<file path="src/rtl/dbg_sba.sv">
// Debug system-bus access engine: turns debugger commands into single-beat
// bus transactions, with size/alignment checks, bursts and a response timeout.
module dbg_sba #(
   parameter int ADDR_W  = 32,
   parameter int DATA_W  = 32,
   parameter int CNT_W   = 8,
   parameter int TIMEOUT = 255
) (
   input  logic              clk,
   input  logic              rst,
   input  logic              cmd_valid_i,
   output logic              cmd_ready_o,
   input  logic              cmd_write_i,
   input  logic [ADDR_W-1:0] cmd_addr_i,
   input  logic [DATA_W-1:0] cmd_wdata_i,
   input  logic [1:0]        cmd_size_i,
   input  logic              cmd_autoinc_i,
   input  logic [CNT_W-1:0]  cmd_count_i,
   output logic              rsp_valid_o,
   input  logic              rsp_ready_i,
   output logic [DATA_W-1:0] rsp_rdata_o,
   output logic              rsp_err_o,
   output logic              rsp_last_o,
   output logic              req_valid_o,
   input  logic              req_ready_i,
   output logic              mem_we_o,
   output logic [DATA_W/8-1:0] mem_sel_o,
   output logic [ADDR_W-1:0] mem_addr_o,
   output logic [DATA_W-1:0] mem_wdata_o,
   input  logic              bus_rsp_valid_i,
   output logic              bus_rsp_ready_o,
   input  logic [DATA_W-1:0] mem_rdata_i,
   input  logic              bus_err_i,
   output logic              busy_o
);

   localparam int NB    = DATA_W / 8;
   localparam int OFF_W = $clog2(NB);
   localparam logic [31:0] TLIM = 32'(TIMEOUT - 1);

   typedef enum logic [1:0] {IDLE, REQ, WAIT, RESP} state_t;

   state_t            state_q, state_d;
   logic              write_q, write_d;
   logic [ADDR_W-1:0] addr_q, addr_d;
   logic [DATA_W-1:0] wdata_q, wdata_d;
   logic [1:0]        size_q, size_d;
   logic              autoinc_q, autoinc_d;
   logic [CNT_W-1:0]  cnt_q, cnt_d;
   logic              err_q, err_d;
   logic [DATA_W-1:0] rdata_q, rdata_d;
   logic [31:0]       tcnt_q, tcnt_d;
   logic              stale_q, stale_d;
   logic              init_q;

   logic [2:0]        cmd_amask;
   logic              cmd_bad;
   logic [OFF_W-1:0]  off;
   logic [3:0]        nbytes;
   logic [NB-1:0]     lmask;
   logic [DATA_W-1:0] wrep;
   logic [DATA_W-1:0] rmask;
   logic [DATA_W-1:0] rshift;
   logic              in_req;

   assign cmd_amask = 3'((4'd1 << cmd_size_i) - 4'd1);
   assign cmd_bad   = ((cmd_addr_i[2:0] & cmd_amask) != 3'd0)
                   || ((5'd1 << cmd_size_i) > 5'(NB));

   assign off    = addr_q[OFF_W-1:0];
   assign nbytes = 4'd1 << size_q;
   assign lmask  = NB'((17'd1 << nbytes) - 17'd1);
   assign rshift = mem_rdata_i >> {off, 3'b000};
   assign in_req = (state_q == REQ);

   // Lane replication of write data and size mask for read data.
   always_comb begin
      wrep  = '0;
      rmask = '0;
      for (int i = 0; i < NB; i++) begin
         wrep[8*i +: 8]  = wdata_q[8*(i & (int'(nbytes) - 1)) +: 8];
         rmask[8*i +: 8] = (i < int'(nbytes)) ? 8'hFF : 8'h00;
      end
   end

   // Ready only after one reset-free edge, so it stays low while rst is held.
   assign cmd_ready_o     = init_q && (state_q == IDLE);
   assign busy_o          = (state_q != IDLE);
   // A timed-out response still owed by the bus blocks the next request.
   assign req_valid_o     = in_req && !stale_q;
   assign mem_we_o        = in_req && write_q;
   assign mem_sel_o       = in_req ? (lmask << off) : '0;
   assign mem_addr_o      = in_req ? {addr_q[ADDR_W-1:OFF_W], {OFF_W{1'b0}}} : '0;
   assign mem_wdata_o     = in_req ? wrep : '0;
   assign bus_rsp_ready_o = (state_q == WAIT) || stale_q;
   assign rsp_valid_o     = (state_q == RESP);
   assign rsp_rdata_o     = rsp_valid_o ? rdata_q : '0;
   assign rsp_err_o       = rsp_valid_o && err_q;
   assign rsp_last_o      = rsp_valid_o && (err_q || cnt_q == CNT_W'(1));

   // Next-state and latched-field update.
   always_comb begin
      state_d   = state_q;
      write_d   = write_q;
      addr_d    = addr_q;
      wdata_d   = wdata_q;
      size_d    = size_q;
      autoinc_d = autoinc_q;
      cnt_d     = cnt_q;
      err_d     = err_q;
      rdata_d   = rdata_q;
      tcnt_d    = tcnt_q;
      stale_d   = stale_q;
      if (stale_q && bus_rsp_valid_i) stale_d = 1'b0;
      unique case (state_q)
         IDLE: begin
            if (cmd_valid_i && cmd_ready_o) begin
               write_d   = cmd_write_i;
               addr_d    = cmd_addr_i;
               wdata_d   = cmd_wdata_i;
               size_d    = cmd_size_i;
               autoinc_d = cmd_autoinc_i;
               cnt_d     = (cmd_write_i || cmd_count_i == '0)
                         ? CNT_W'(1) : cmd_count_i;
               err_d     = cmd_bad;
               rdata_d   = '0;
               tcnt_d    = '0;
               state_d   = cmd_bad ? RESP : REQ;
            end
         end
         REQ: begin
            if (req_valid_o && req_ready_i) begin
               tcnt_d  = '0;
               state_d = WAIT;
            end
         end
         WAIT: begin
            if (bus_rsp_valid_i) begin
               err_d   = bus_err_i;
               rdata_d = (write_q || bus_err_i) ? '0 : (rshift & rmask);
               state_d = RESP;
            end else if (TIMEOUT != 0 && tcnt_q == TLIM) begin
               err_d   = 1'b1;
               rdata_d = '0;
               stale_d = 1'b1;
               state_d = RESP;
            end else begin
               tcnt_d = tcnt_q + 32'd1;
            end
         end
         RESP: begin
            if (rsp_ready_i) begin
               if (err_q || cnt_q == CNT_W'(1)) begin
                  state_d = IDLE;
               end else begin
                  cnt_d = cnt_q - CNT_W'(1);
                  if (autoinc_q) addr_d = addr_q + (ADDR_W'(1) << size_q);
                  state_d = REQ;
               end
            end
         end
         default: state_d = IDLE;
      endcase
   end

   // State and latched-field registers.
   always_ff @(posedge clk) begin
      if (rst) begin
         state_q   <= IDLE;
         write_q   <= 1'b0;
         addr_q    <= '0;
         wdata_q   <= '0;
         size_q    <= '0;
         autoinc_q <= 1'b0;
         cnt_q     <= '0;
         err_q     <= 1'b0;
         rdata_q   <= '0;
         tcnt_q    <= '0;
         stale_q   <= 1'b0;
         init_q    <= 1'b0;
      end else begin
         state_q   <= state_d;
         write_q   <= write_d;
         addr_q    <= addr_d;
         wdata_q   <= wdata_d;
         size_q    <= size_d;
         autoinc_q <= autoinc_d;
         cnt_q     <= cnt_d;
         err_q     <= err_d;
         rdata_q   <= rdata_d;
         tcnt_q    <= tcnt_d;
         stale_q   <= stale_d;
         init_q    <= 1'b1;
      end
   end

endmodule

</file>
<file path="config.mk">
export PLATFORM = sky130hd
export DESIGN_NAME = dbg_sba
export DESIGN_NICKNAME = d
export VERILOG_FILES = /design/src/rtl/dbg_sba.sv
export SDC_FILE = /design/constraint.sdc
export NUM_CORES = 1
export LEC_CHECK = 0
export BUFFER_PORTS_ARGS = -buffer_cell sky130_fd_sc_hd__buf_4
export CAP_MARGIN = 20
export CORE_MARGIN = 1
export CORE_UTILIZATION = 50
export DETAILED_ROUTE_END_ITERATION = 6
export GPL_TIMING_DRIVEN = 1
export PLACE_DENSITY = 0.75
export SLEW_MARGIN = 20
export SYNTH_ARGS = -nofsm -noshare
export SYNTH_HDL_FRONTEND = slang
export SYNTH_SLANG_ARGS = --single-unit
</file>
<file path="constraint.sdc">
create_clock -name clk -period 4.1 [get_ports clk]
set_clock_uncertainty 0.1 [all_clocks]
set_input_delay 0.615 -clock clk [delete_from_list [all_inputs] [get_ports clk]]
set_output_delay 0.615 -clock clk [all_outputs]
set_load 0.02 [all_outputs]
</file>
* Word level (Yosys, flattened, before mapping)
Index checks and enable logic that the tools add are counted.
Storage, ports and cells: register bits after elaboration 145, input port bits 115
Operators by class: bitwise gates (word level) 2, add/sub/neg operators 6, mux-type cells 44, magnitude comparators 5, eq/ne operators 13, shift operators 10, reduce and logical (&&, ||, !) cells 27
Operators with widths (number):
- 32-bit 2-to-1 mux | 14
- 32-bit one-hot mux with 2 select lines | 2
- 32-bit one-hot mux with 3 select lines | 1
- 8-bit 2-to-1 mux | 8
- 32-bit by 6-bit variable part select with 8-bit output | 2
- 32-bit by 1-bit adder with 32-bit output (second input constant) | 1
- 32-bit adder | 1
- 32-bit bitwise AND | 1
- 32-bit by 8-bit equality test with 1-bit output (second input constant) | 1
- 32-bit by 5-bit variable part select with 8-bit output | 1
- 1-bit by 2-bit << shifter with 32-bit output (first input constant) | 1
- 32-bit by 5-bit >> shifter with 32-bit output | 1
- 8-bit one-hot mux with 2 select lines | 1
- 2-bit 2-to-1 mux | 6
- 5-bit AND reduction | 2
- 1-bit 2-to-1 mux | 9
- 8-bit by 1-bit equality test with 1-bit output (second input constant) | 1
- 1-bit logical AND | 8
- 8-bit zero test | 1
- 1-bit by 4-bit less-than comparator with 1-bit output (first input constant) | 2
- 2-bit by 4-bit less-than comparator with 1-bit output (first input constant) | 2
- 2-bit by 1-bit inequality test with 1-bit output (second input constant) | 4
- 2-bit one-hot mux with 4 select lines | 1
- 4-bit AND reduction | 2
- 24 further kinds | 34

* Depth between registers and ports, before layout
Gate-level depths: netlist of run 1.
word-level depth 8, depth in mapped cells 12, mapped depth without buffers 10

* Worst setup path after synthesis of run 1
OpenSTA, ideal clock, no wires.
kind flip-flop to output port, start point register size_q[0], end point output port mem_wdata_o[22], arrival 2.745 ns, path slack 0.640 ns, buffers on the path 4, stages on the path, launching flop included 10, required time 3.385 ns, cells stage by stage dfxtp_1 clkbuf_1 nor2_1 inv_2 buf_1 ha_1 clkbuf_1 buf_1 mux2i_1 nor2b_1
On the way: longest elaborated chain between the ends 4
Ends and longest elaborated chain:
- start, declared | RTL line 47 | logic [1:0] size_q, size_d;
- start signal, assigned | RTL line 186 | size_q <= size_d;
- 1-bit by 2-bit << shifter with 4-bit output | RTL line 71 | assign nbytes = 4'd1 << size_q;
- 2-bit by 1-bit subtractor with 2-bit output | RTL line 81 | wrep[8*i +: 8] = wdata_q[8*(i & (int'(nbytes) - 1)) +: 8];
- 32-bit by 6-bit variable part select with 8-bit output | RTL line 81
- 32-bit 2-to-1 mux | RTL line 94 | assign mem_wdata_o = in_req ? wrep : '0;
- end, declared | RTL line 29 | output logic [DATA_W-1:0] mem_wdata_o,
Every way passes these cells.

* Final worst setup path of run 1
start point register size_q[0], end point output port mem_wdata_o[24]
Same word-level chain as after synthesis.

==> results.md, run 1 <==
* Placed Cells at 1488
* CTS tree: done
* Yosys warns at 0
* Mapped cell area at 8480 µm²
* Total grt overflow at 0
* Worst Path Class, Setup: register to output pin
* Switch share at 0.358
* DR WL/cell at 17.6 µm
* Initial Utilization at 0.511
* Total Neg Setup Slack at 0 ns
* Clock buffer depth at 2
* Max-Cap Viols at 0
* Max incr delay on CP at 0.37 ns
* Clk sinks at 145
* Final Routed Wirelength at 26800 µm
* Worst-margin pin slew at 1.01 ns
* CP most frequent cell: buf_4
* PortBufs at 220
* Arr. time, crit path at 2.65 ns
* All-Layer GR Usage at 0.303
* Vias in the first global route at 8189
* Post-synth EDFFs at 0
* Sequential fraction of design power at 0.331
* Period utilisation layout at 0.820
* Largest net degree at the start of global routing at 58
* Final Cell Area at 10900 µm²
* Pint at 3.27 mW
* DR vias at 8912
* IO Pins at 223
* # nets final at 1417
* Initial drt markers at 859
* Rows at 47
* Crit-path cells: nor2_1 -> inv_2 -> ha_1 -> buf_4 -> nand2b_1 -> o21ai_0 -> buf_4
* #FFs+latches synth at 145
* Combinational Power Share at 0.332
* Number of vias per cell at 5.87
* Clock root cell: clkbuf_16
* Die Ht at 132 µm
* Setup ws final at 0.738 ns
* Initial antenna violation count at 0
* Insertion delay to the later sink of the worst-skew pair at 0.43 ns
* Detailed-placement wirelength estimate at 19100 µm
* Leakage power at 4.23 nW
* Slowest CP cell: dfxtp_1
* Core region area at 16600 µm²
* Status: complete, no violations
* Top achievable clock speed at 297 MHz
* 1st-pass router iterations at 5
* Fraction of layout cells with a size suffix above 1 at 0.221
* Num CTS Buffers at 17
* Antenna-violating nets left at 0
* RePlAce Congestion at 0.948
* # diodes at 0
* Worst R2R Start: state_q[0]
* Post-Syn Area per Cell at 7.68 µm²
* Power Total at 5.09 mW
* Sequential fraction of the synthesis area at 0.342
* Die ar. at 17500 µm²
* Power per Cell Area at 467 nW/µm²
* Final Setup Violations at 0
* Post-Syn Instances at 1104
* Final max-slew violation count at 0
* Critical path peak fanout at 19
* Worst setup EP type: output pin
* Pre-CTS WS at 1.08 ns
* Clk slew on worst S/H paths at 0.06 ns
* Ys flop type: dfxtp_1
* Crit path launch type: register
* Crit path from: size_q[0]
* Hold Crit Start: mem_rdata_i[31]
* Hold Buf Count CTS at 0
* # Post-CTS Setup Buffers at 0
* Hold Fails Final Rpt at 0
* Remaining DRCs at 0
* RSZ-0062 raised after global routing: no
* Clock share of power at 0.337
* HP Class: input pin to register
* Final min period at 3.36 ns
* DP Area at 10300 µm²
* Worst rel slew slack at 0.324
* Syn-to-layout area delta at 28.5%
* First-pass GRT wire length at 42500 µm
* Required @ worst endpoint at 3.38 ns
* Post-synthesis cell type count at 73
* Post-cts sizing count at 0
* P_sw at 1.82 mW
* Max VDD drop at 380 µV
* Fraction of registers with async set or reset after synthesis at 0
* Max H-tree Level at 4
* Final std cells w/o fill at 1519
* DIE WIDTH at 132 µm
[power groups by stage]
stage | clock network (mW) | logic [mW] | registers (mW)
after detailed placement | 0 | 1.66 | 1.71
after floorplan | 0 | 1.17 | 1.66
after global routing | 1.79 | 1.84 | 1.70
final | 1.72 | 1.69 | 1.69
after global placement | 0 | 1.64 | 1.71
after CTS | 1.73 | 1.68 | 1.68
[layer usage]
layer | vias to the layer above | part of all wire | GRT usage
met1 | 4129 | 0.44 | 0.408
met3 | 66 | 0.081 | 0.0642
met5 | - | 0 | 0
met4 | 0 | 0.032 | 0.127
li1 | 4319 | - | -
met2 | 398 | 0.45 | 0.470
[synthesized netlist by cell type (all sizes together), types with 19 or more instances]
cell	n	area (µm²)
a21oi	86	430
and2	79	497
clkbuf	60	225
dfxtp	145	2900
inv	20	75.1
mux2i	40	400
nand2	163	612
nand3	48	240
nor2	78	293
nor3	19	95.1
o21ai	54	274
xnor2	23	201
[cells in the final DEF, fill, tap and decap left out, drive strengths merged, types with 7 or more instances in the layout]
master | Yosys | layout
a211oi | 15 | 15
a21boi | 11 | 11
a21oi | 86 | 86
a22o | 8 | 8
a22oi | 12 | 12
a31oi | 12 | 12
and2 | 79 | 79
and3 | 15 | 15
buf | 15 | 238
clkbuf | 60 | 20
dfxtp | 145 | 145
ha | 14 | 14
inv | 20 | 20
mux2 | 8 | 8
mux2i | 40 | 40
nand2 | 163 | 163
nand3 | 48 | 48
nand4 | 15 | 15
nor2 | 78 | 78
nor2b | 17 | 17
nor3 | 19 | 19
nor3b | 7 | 7
nor4 | 17 | 17
o211ai | 13 | 13
o21ai | 54 | 54
o22ai | 10 | 10
o2bb2ai | 8 | 8
o31ai | 15 | 15
or3 | 9 | 9
or4 | 9 | 9
xnor2 | 23 | 23
[layout make-up]
cell class / instances / area, µm²
well taps: 220 / 275
repair buffers: 238 / 1790
flip-flops and latches: 145 / 2900
clock inverters: 11 / 185
inverters: 21 / 78.8
fillers: 1517 / 5690
clock buffers: 20 / 457
multi-input cells: 864 / 5210
[final timing paths]
check                         end  slack (ns)  cells past startpoint
setup / recovery  mem_wdata_o[24]        0.74                      7
hold reg to reg       rdata_q[16]        0.36                      1
hold / removal        rdata_q[31]        0.32                      2
setup reg to reg       tcnt_q[31]        0.96                      8
[per-stage QoR]
stage,util,hold slack (ns)
CTS,0.657,0.299
finish,0.657,0.321
global placement,0.618,0.336
global route,0.657,0.317
detailed placement,0.618,0.340
floorplan,-,0.324
[flip-flops by register name (all words and copies together) (netlist names)]
signal and count:
stale_q 1, init_q 1, autoinc_q 1, size_q 2, err_q 1, addr_q 32, wdata_q 32, write_q 1
tcnt_q 32, rdata_q 32, state_q 2, cnt_q 8
[kinds of logic (layout without fill, tap and decap cells)]
group                      after synthesis  after routing  share of synthesized area
buffers and inverters                   96            290                     0.0453
xor gates and xnor gates                27             27                     0.0279
other                                    1              2                   0.000442
adders and majority gates               16             16                     0.0242
DFF                                    145            145                      0.342
muxes                                   48             48                     0.0579
AOI/OAI and AO/OA                      273            273                      0.207
and+or+nand+nor                        498            498                      0.295
[critical path, delay by kind of cell (launching register included)]
kind | cells | cell delay [ns]
adders and majority gates | 1 | 0.34
AOI/OAI and AO/OA | 1 | 0.25
and+or+nand+nor | 2 | 0.60
buffers and inverters | 3 | 0.66
DFF | 1 | 0.37
(Power assumes the default switching activity.)
==> run 2, diff against run 1 <==
==> constraint.sdc (replaced) <==
create_clock -name clk -period 3.49 [get_ports clk]
set_clock_uncertainty 0.1 [all_clocks]
set_input_delay 0.5235 -clock clk [delete_from_list [all_inputs] [get_ports clk]]
set_output_delay 0.5235 -clock clk [all_outputs]
set_load 0.02 [all_outputs]
==> run 2 against run 1 <==
Compared with the run above:
- the run now ends with design-rule violations left
- critical path depth is 1 lower
- sequential power up 18%
- count of clock-buffer cells in the layout shrank 2
- hold slack got worse by 0.085 ns
- utilization rose by 0.083 points
- total power is 15% higher
- via count down 0.21%
- sequential share of layout area hardly changed
- register-to-register slack got worse by 0.48 ns
- critical path type unchanged
- largest power group is now registers
- highest routed layer unchanged
==> results.md, run 2 (same netlist as run 1, synthesis figures left out) <==
* Status: complete, but fails checks (was complete, no violations)
* Failing checks: design-rule violations
* Final max-slew violation count at 0 (unchanged)
* Hold Buf Count CTS at 0 (unchanged)
* Fill cell count at 1532 (was 1517)
* Area of the multi-input gates at 5200 µm² (was 5210 µm²)
* Power per Cell Area at 539 nW/µm² (was 467 nW/µm²)
* # Post-CTS Setup Buffers at 0 (unchanged)
* Period utilisation layout at 0.930
* Hold Fails Final Rpt at 0 (unchanged)
* Critical path peak fanout at 34 (was 19)
* Number of vias per cell at 5.83 (was 5.87)
* Crit-path cells: inv_1 -> ha_2 -> buf_4 -> nand2b_1 -> o21ai_0 -> buf_4 (was nor2_1 -> inv_2 -> ha_1 -> buf_4 -> nand2b_1 -> o21ai_0 -> buf_4)
* RSZ-0062 raised after global routing: no (unchanged)
* Hold Crit Start: bus_rsp_valid_i (was mem_rdata_i[31])
* CTS tree: done (unchanged)
* Power Total at 5.88 mW (was 5.09 mW)
* Worst-margin pin slew at 1.00 ns (was 1.01 ns)
* Clock buffer depth at 2 (unchanged)
* All-Layer GR Usage at 0.298 (was 0.303)
* Syn-to-layout area delta at 28.7% (was 28.5%)
* Most common cell after layout, fill and taps aside: buf_4 (unchanged)
* Top achievable clock speed at 308 MHz
* Register area at 2900 µm² (unchanged)
* Slowest CP cell: ha_2 (was dfxtp_1)
* Clk sinks at 145 (unchanged)
* Initial antenna violation count at 0 (unchanged)
* Rows at 47 (unchanged)
* Largest net degree at the start of global routing at 58 (unchanged)
* Worst rel slew slack at 0.329 (was 0.324)
* Required @ worst endpoint at 2.87 ns (was 3.38 ns)
* Core region area at 16600 µm² (unchanged)
* Total grt overflow at 0 (unchanged)
* Global route hottest layer: met2 (unchanged)
* HP Class: input pin to register (unchanged)
* Arr. time, crit path at 2.62 ns (was 2.65 ns)
* Insertion delay to the later sink of the worst-skew pair at 0.42 ns (was 0.43 ns)
* PortBufs at 220 (unchanged)
* Max VDD drop at 358 µV (was 380 µV)
* Die Ht at 132 µm (unchanged)
* RePlAce Congestion at 0.937 (was 0.948)
* GR Layer Usage met2 at 0.483 (was 0.470)
* Remaining DRCs at 6 (was 0)
* Max incr delay on CP at 0.54 ns (was 0.37 ns)
* Detailed-placement wirelength estimate at 18900 µm (was 19100 µm)
* Antenna-violating nets left at 0 (unchanged)
* Max H-tree Level at 4 (unchanged)
* Crit path launch type: register (unchanged)
* Die ar. at 17500 µm² (unchanged)
* Post-cts sizing count at 0 (unchanged)
* Crit path from: state_q[1] (was size_q[0])
* Clock root cell: clkbuf_16 (unchanged)
* # nets final at 1423 (was 1417)
* Leakage power at 4.23 nW (about the same)
* Bufs and invs on worst path at 3 (unchanged)
* Met1 usage at 0.394 (was 0.408)
* Met3 Usage GRT at 0.0688 (was 0.0642)
* 1st-pass router iterations at 7 (was 5)
* Max-Cap Viols at 0 (unchanged)
* # diodes at 0 (unchanged)
* Num CTS Buffers at 17 (unchanged)
* IO Pins at 223 (unchanged)
* Initial Utilization at 0.511 (unchanged)
* Vias in the first global route at 8256 (was 8189)
* Worst Path Class, Setup: register to output pin (unchanged)
* Clk slew on worst S/H paths at 0.06 ns (about the same)
* DR WL/cell at 17.3 µm (was 17.6 µm)
* Worst setup EP type: output pin (unchanged)
* Final min period at 3.24 ns
* Fraction of layout cells with a size suffix above 1 at 0.226 (was 0.221)
* Pre-CTS WS at 0.548 ns (was 1.08 ns)
* Worst R2R Start: size_q[1] (was state_q[0])
* DR vias at 8893 (was 8912)
* Final Routed Wirelength at 26400 µm (was 26800 µm)
* CP most frequent cell: buf_4 (unchanged)
* Initial drt markers at 867 (was 859)
* First-pass GRT wire length at 42100 µm (was 42500 µm)
* Hold Slack at 0.236 ns (was 0.321 ns)
* CP top delay family: buffers and inverters (unchanged)
* DIE WIDTH at 132 µm (unchanged)
* Setup ws final at 0.246 ns (was 0.738 ns)
* Final Setup Violations at 0 (unchanged)
* Most frequent cells in the layout: buf_4 (244), nand2_1 (163), dfxtp_1 (145) (was buf_4 (238), nand2_1 (163), dfxtp_1 (145))
* Fin util at 0.658 (was 0.657)
* Total Neg Setup Slack at 0 ns (unchanged)
## run 2: cell types whose count changed in the layout (fill, tap and decap cells not counted)
cell | before | now
clkinv_2 | 4 | 0
clkbuf_8 | 2 | 1
o21ai_4 | 1 | 0
clkinv_4 | 0 | 1
bufinv_16 | 5 | 3
o21ai_2 | 0 | 1
inv_6 | 0 | 4
buf_4 | 238 | 244
clkinvlp_4 | 2 | 6
clkbuf_1 | 1 | 0
## run 2: worst reg2reg max path, cell delays in order, from the launching register on
cell	delay (ns)
dfxtp_1	0.43
inv_1	0.13
nand2_1	0.10
inv_1	0.09
ha_1	0.28
a21o_1	0.20
maj3_1	0.40
a21oi_1	0.65
nand4b_1	0.23
mux2i_1	0.19
o22ai_1	0.09
## run 2: routing by layer
metal / part of all wire / up-vias / routed length [µm]
li1: - / 4336 / -
met1: 0.43 / 4118 / 11500
met2: 0.46 / 401 / 12200
met3: 0.087 / 38 / 2300
met4: 0.017 / 0 / 456
met5: 0 / - / 0
## run 2: final timing paths
check        depth (start not counted)  slack (ns)               to
max                                  6        0.25  mem_wdata_o[30]
max reg2reg                         10        0.48       addr_q[31]
min reg2reg                          2        0.36      wdata_q[11]
min                                  2        0.24          stale_q
## run 2: where the power goes
part / total (mW) / internal, mW / switching [mW]
registers: 1.99 / 1.81 / 0.180
logic: 1.98 / 0.748 / 1.23
clock network: 1.91 / 1.15 / 0.760
total: 5.88 / 3.71 / 2.17
## run 2: through the flow
stage / cells / area (µm²)
3_3_place_gp: 1494 / 10300
6_report: 1526 / 10900
4_1_cts: 1526 / 10900
3_5_place_dp: 1494 / 10300
2_1_floorplan: 1105 / 8480
5_1_grt: 1526 / 10900
## run 2: cell type report
class | instances | share of cell area
clock buffers | 18 | 0.0403
clock inverters | 14 | 0.0164
inverters | 21 | 0.00723
multi-input cells | 864 | 0.477
flip-flops and latches | 145 | 0.266
well taps | 220 | 0.0252
repair buffers | 244 | 0.168
==> run 3, diff against run 2 <==
--- a/config.mk
+++ b/config.mk
@@ -12,6 +12,7 @@
 export DETAILED_ROUTE_END_ITERATION = 6
 export GPL_TIMING_DRIVEN = 1
 export PLACE_DENSITY = 0.75
+export RECOVER_POWER = 100
 export SLEW_MARGIN = 20
 export SYNTH_ARGS = -nofsm -noshare
 export SYNTH_HDL_FRONTEND = slang
==> run 3 against run 2 <==
Compared with the run above:
- the run ends with max-capacitance violations, max-slew violations left
- final cell count did not move
- first-iteration DRC count fell by 4.8%
- combinational power fell by 3%
- non-clock buffer count did not move
- cell area fell by 1.8%
- die area did not move
- count of clock-buffer cells in the layout did not move
- worst setup slack got worse by 0.058 ns
- total power fell by 0.88%
- maximum frequency fell by 1.8%
- routed wire length barely moved
- largest cell class unchanged
- largest power group unchanged
- highest routed layer unchanged
==> results.md, run 3 (same netlist as run 1, synthesis figures left out) <==
* P_sw at 2.18 mW (was 2.17 mW)
* Syn-to-layout area delta at 26.3% (was 28.7%)
* First-pass GRT wire length at 42100 µm (unchanged)
* Sequential fraction of design power at 0.341 (was 0.338)
* Max VDD drop at 359 µV (was 358 µV)
* Initial antenna violation count at 0 (unchanged)
* Total Neg Setup Slack at 0 ns (unchanged)
* HP Class: input pin to register (unchanged)
* Max H-tree Level at 4 (unchanged)
* Antenna-violating nets left at 0 (unchanged)
* Largest net degree at the start of global routing at 58 (unchanged)
* DIE WIDTH at 132 µm (unchanged)
* Post-cts sizing count at 0 (unchanged)
* Final min period at 3.30 ns (was 3.24 ns)
* Most common cell after layout, fill and taps aside: buf_4 (unchanged)
* Clk slew on worst S/H paths at 0.06 ns (about the same)
* Status: complete, but fails checks (unchanged)
* Required @ worst endpoint at 3.70 ns (was 2.87 ns)
* Insertion delay to the later sink of the worst-skew pair at 0.42 ns (about the same)
* Final Setup Violations at 0 (unchanged)
* DR vias at 8853 (was 8893)
* Remaining DRCs at 0 (was 6)
* Core region area at 16600 µm² (unchanged)
* Die Ht at 132 µm (unchanged)
* Clk sinks at 145 (unchanged)
* CTS tree: done (unchanged)
* Arr. time, crit path at 3.52 ns (was 2.62 ns)
* Worst setup EP type: register (was output pin)
* # diodes at 0 (unchanged)
* Hold path depth at 2 (unchanged)
* Worst rel slew slack at -0.443 (was 0.329)
* 1st-pass router iterations at 5 (was 7)
* Area of the multi-input gates at 5190 µm² (was 5200 µm²)
* Switch share at 0.374 (was 0.370)
* Detailed-placement wirelength estimate at 18900 µm (unchanged)
* Max-Cap Viols at 1 (was 0)
* # Post-CTS Setup Buffers at 0 (unchanged)
* Number of vias per cell at 5.80 (was 5.83)
* Clock share of power at 0.330 (was 0.325)
* RSZ-0062 raised after global routing: no (unchanged)
* Register area at 2900 µm² (unchanged)
* IO Pins at 223 (unchanged)
* Power Total at 5.83 mW (was 5.88 mW)
* Most frequent cells in the layout: buf_4 (190), nand2_1 (163), dfxtp_1 (145) (was buf_4 (244), nand2_1 (163), dfxtp_1 (145))
* Num CTS Buffers at 17 (unchanged)
* Die ar. at 17500 µm² (unchanged)
* Placed Cells at 1494 (unchanged)
* Rows at 47 (unchanged)
* Vias in the first global route at 8256 (unchanged)
* Hold Buf Count CTS at 0 (unchanged)
* Clock root cell: clkbuf_16 (unchanged)
* Fraction of layout cells with a size suffix above 1 at 0.188 (was 0.226)
* Failing checks: max-capacitance violations, max-slew violations (was design-rule violations)
* Leakage power at 3.97 nW (was 4.23 nW)
* R2R cell count at 6 (was 10)
* Worst-margin pin slew at 2.16 ns (was 1.00 ns)
* Fill cell count at 1579 (was 1532)
* Crit path launch type: input pin (was register)
* Period utilisation layout at 0.946 (was 0.930)
* Worst Path Class, Setup: input pin to register (was register to output pin)
* Total grt overflow at 0 (unchanged)
* Top achievable clock speed at 303 MHz (was 308 MHz)
* Final std cells w/o fill at 1526 (unchanged)
* Final Routed Wirelength at 26400 µm (about the same)
* Hold Slack at 0.236 ns (about the same)
* # nets final at 1423 (unchanged)
* PortBufs at 220 (unchanged)
* RePlAce Congestion at 0.937 (unchanged)
* Pint at 3.65 mW (was 3.71 mW)
* Initial Utilization at 0.511 (unchanged)
* All-Layer GR Usage at 0.298 (unchanged)
* Power per Cell Area at 544 nW/µm² (was 539 nW/µm²)
* Clock buffer depth at 2 (unchanged)
* DR WL/cell at 17.3 µm (about the same)
* Hold Fails Final Rpt at 0 (unchanged)
* Initial drt markers at 825 (was 867)
* Final max-slew violation count at 45 (was 0)
* Combinational Power Share at 0.330 (was 0.337)
* Critical path peak fanout at 44 (was 34)
run 3: cell count changes in the layout (fill, tap and decap cells not counted), moves of 2 or more:
cell,before,now
clkbuf_2,0,5
o21ai_0,48,51
clkbuf_1,0,47
o21ai_1,5,3
and2_1,78,21
and2_0,0,57
buf_4,244,190
run 3: power groups by stage:
stage / clock network (mW) / registers (mW) / logic, mW
6_report: 1.92 / 1.99 / 1.92
5_1_grt: 2.01 / 2.01 / 2.10
4_1_cts: 1.93 / 1.98 / 1.97
3_5_place_dp: 0 / 2.02 / 1.96
3_3_place_gp: 0 / 2.01 / 1.94
2_1_floorplan: 0 / 1.95 / 1.37
run 3: area by class of cell:
class | instances | share of cell area
multi-input combinational | 864 | 0.485
sequential | 145 | 0.271
timing repair buffer | 244 | 0.153
clock buffer | 18 | 0.0410
tap | 220 | 0.0257
clock inverter | 14 | 0.0167
inverter | 21 | 0.00736
run 3: metal layers:
metal,vias to the layer above,track usage,part of all wire,wire (µm)
met4,0,0.0951,0.017,438
met2,380,0.483,0.46,12200
li1,4326,-,-,-
met5,-,0,0,0
met1,4113,0.394,0.44,11600
met3,34,0.0688,0.082,2170
run 3: worst max-delay path, cell delays in order:
cell,delay [ns]
clkbuf_1,0.18
clkbuf_1,1.58
clkinv_1,0.27
buf_2,0.40
and2_4,0.29
a22o_1,0.25
run 3: worst paths after layout:
kind / slack [ns] / startpoint / to
worst max register to register: 0.29 / state_q[1] / addr_q[25]
worst max-delay path: 0.19 / rst / rdata_q[24]
worst min-delay path: 0.24 / mem_rdata_i[31] / rdata_q[31]
worst min register to register: 0.36 / wdata_q[11] / wdata_q[11]
run 3: through the flow:
stage          setup slack, ns  instance area [µm²]   util
2_1_floorplan            0.122                 8480      -
3_3_place_gp             0.635                10300  0.620
3_5_place_dp             0.548                10300  0.620
4_1_cts                  0.243                10900  0.658
5_1_grt                 0.0398                10700  0.646
6_report                 0.187                10700  0.646
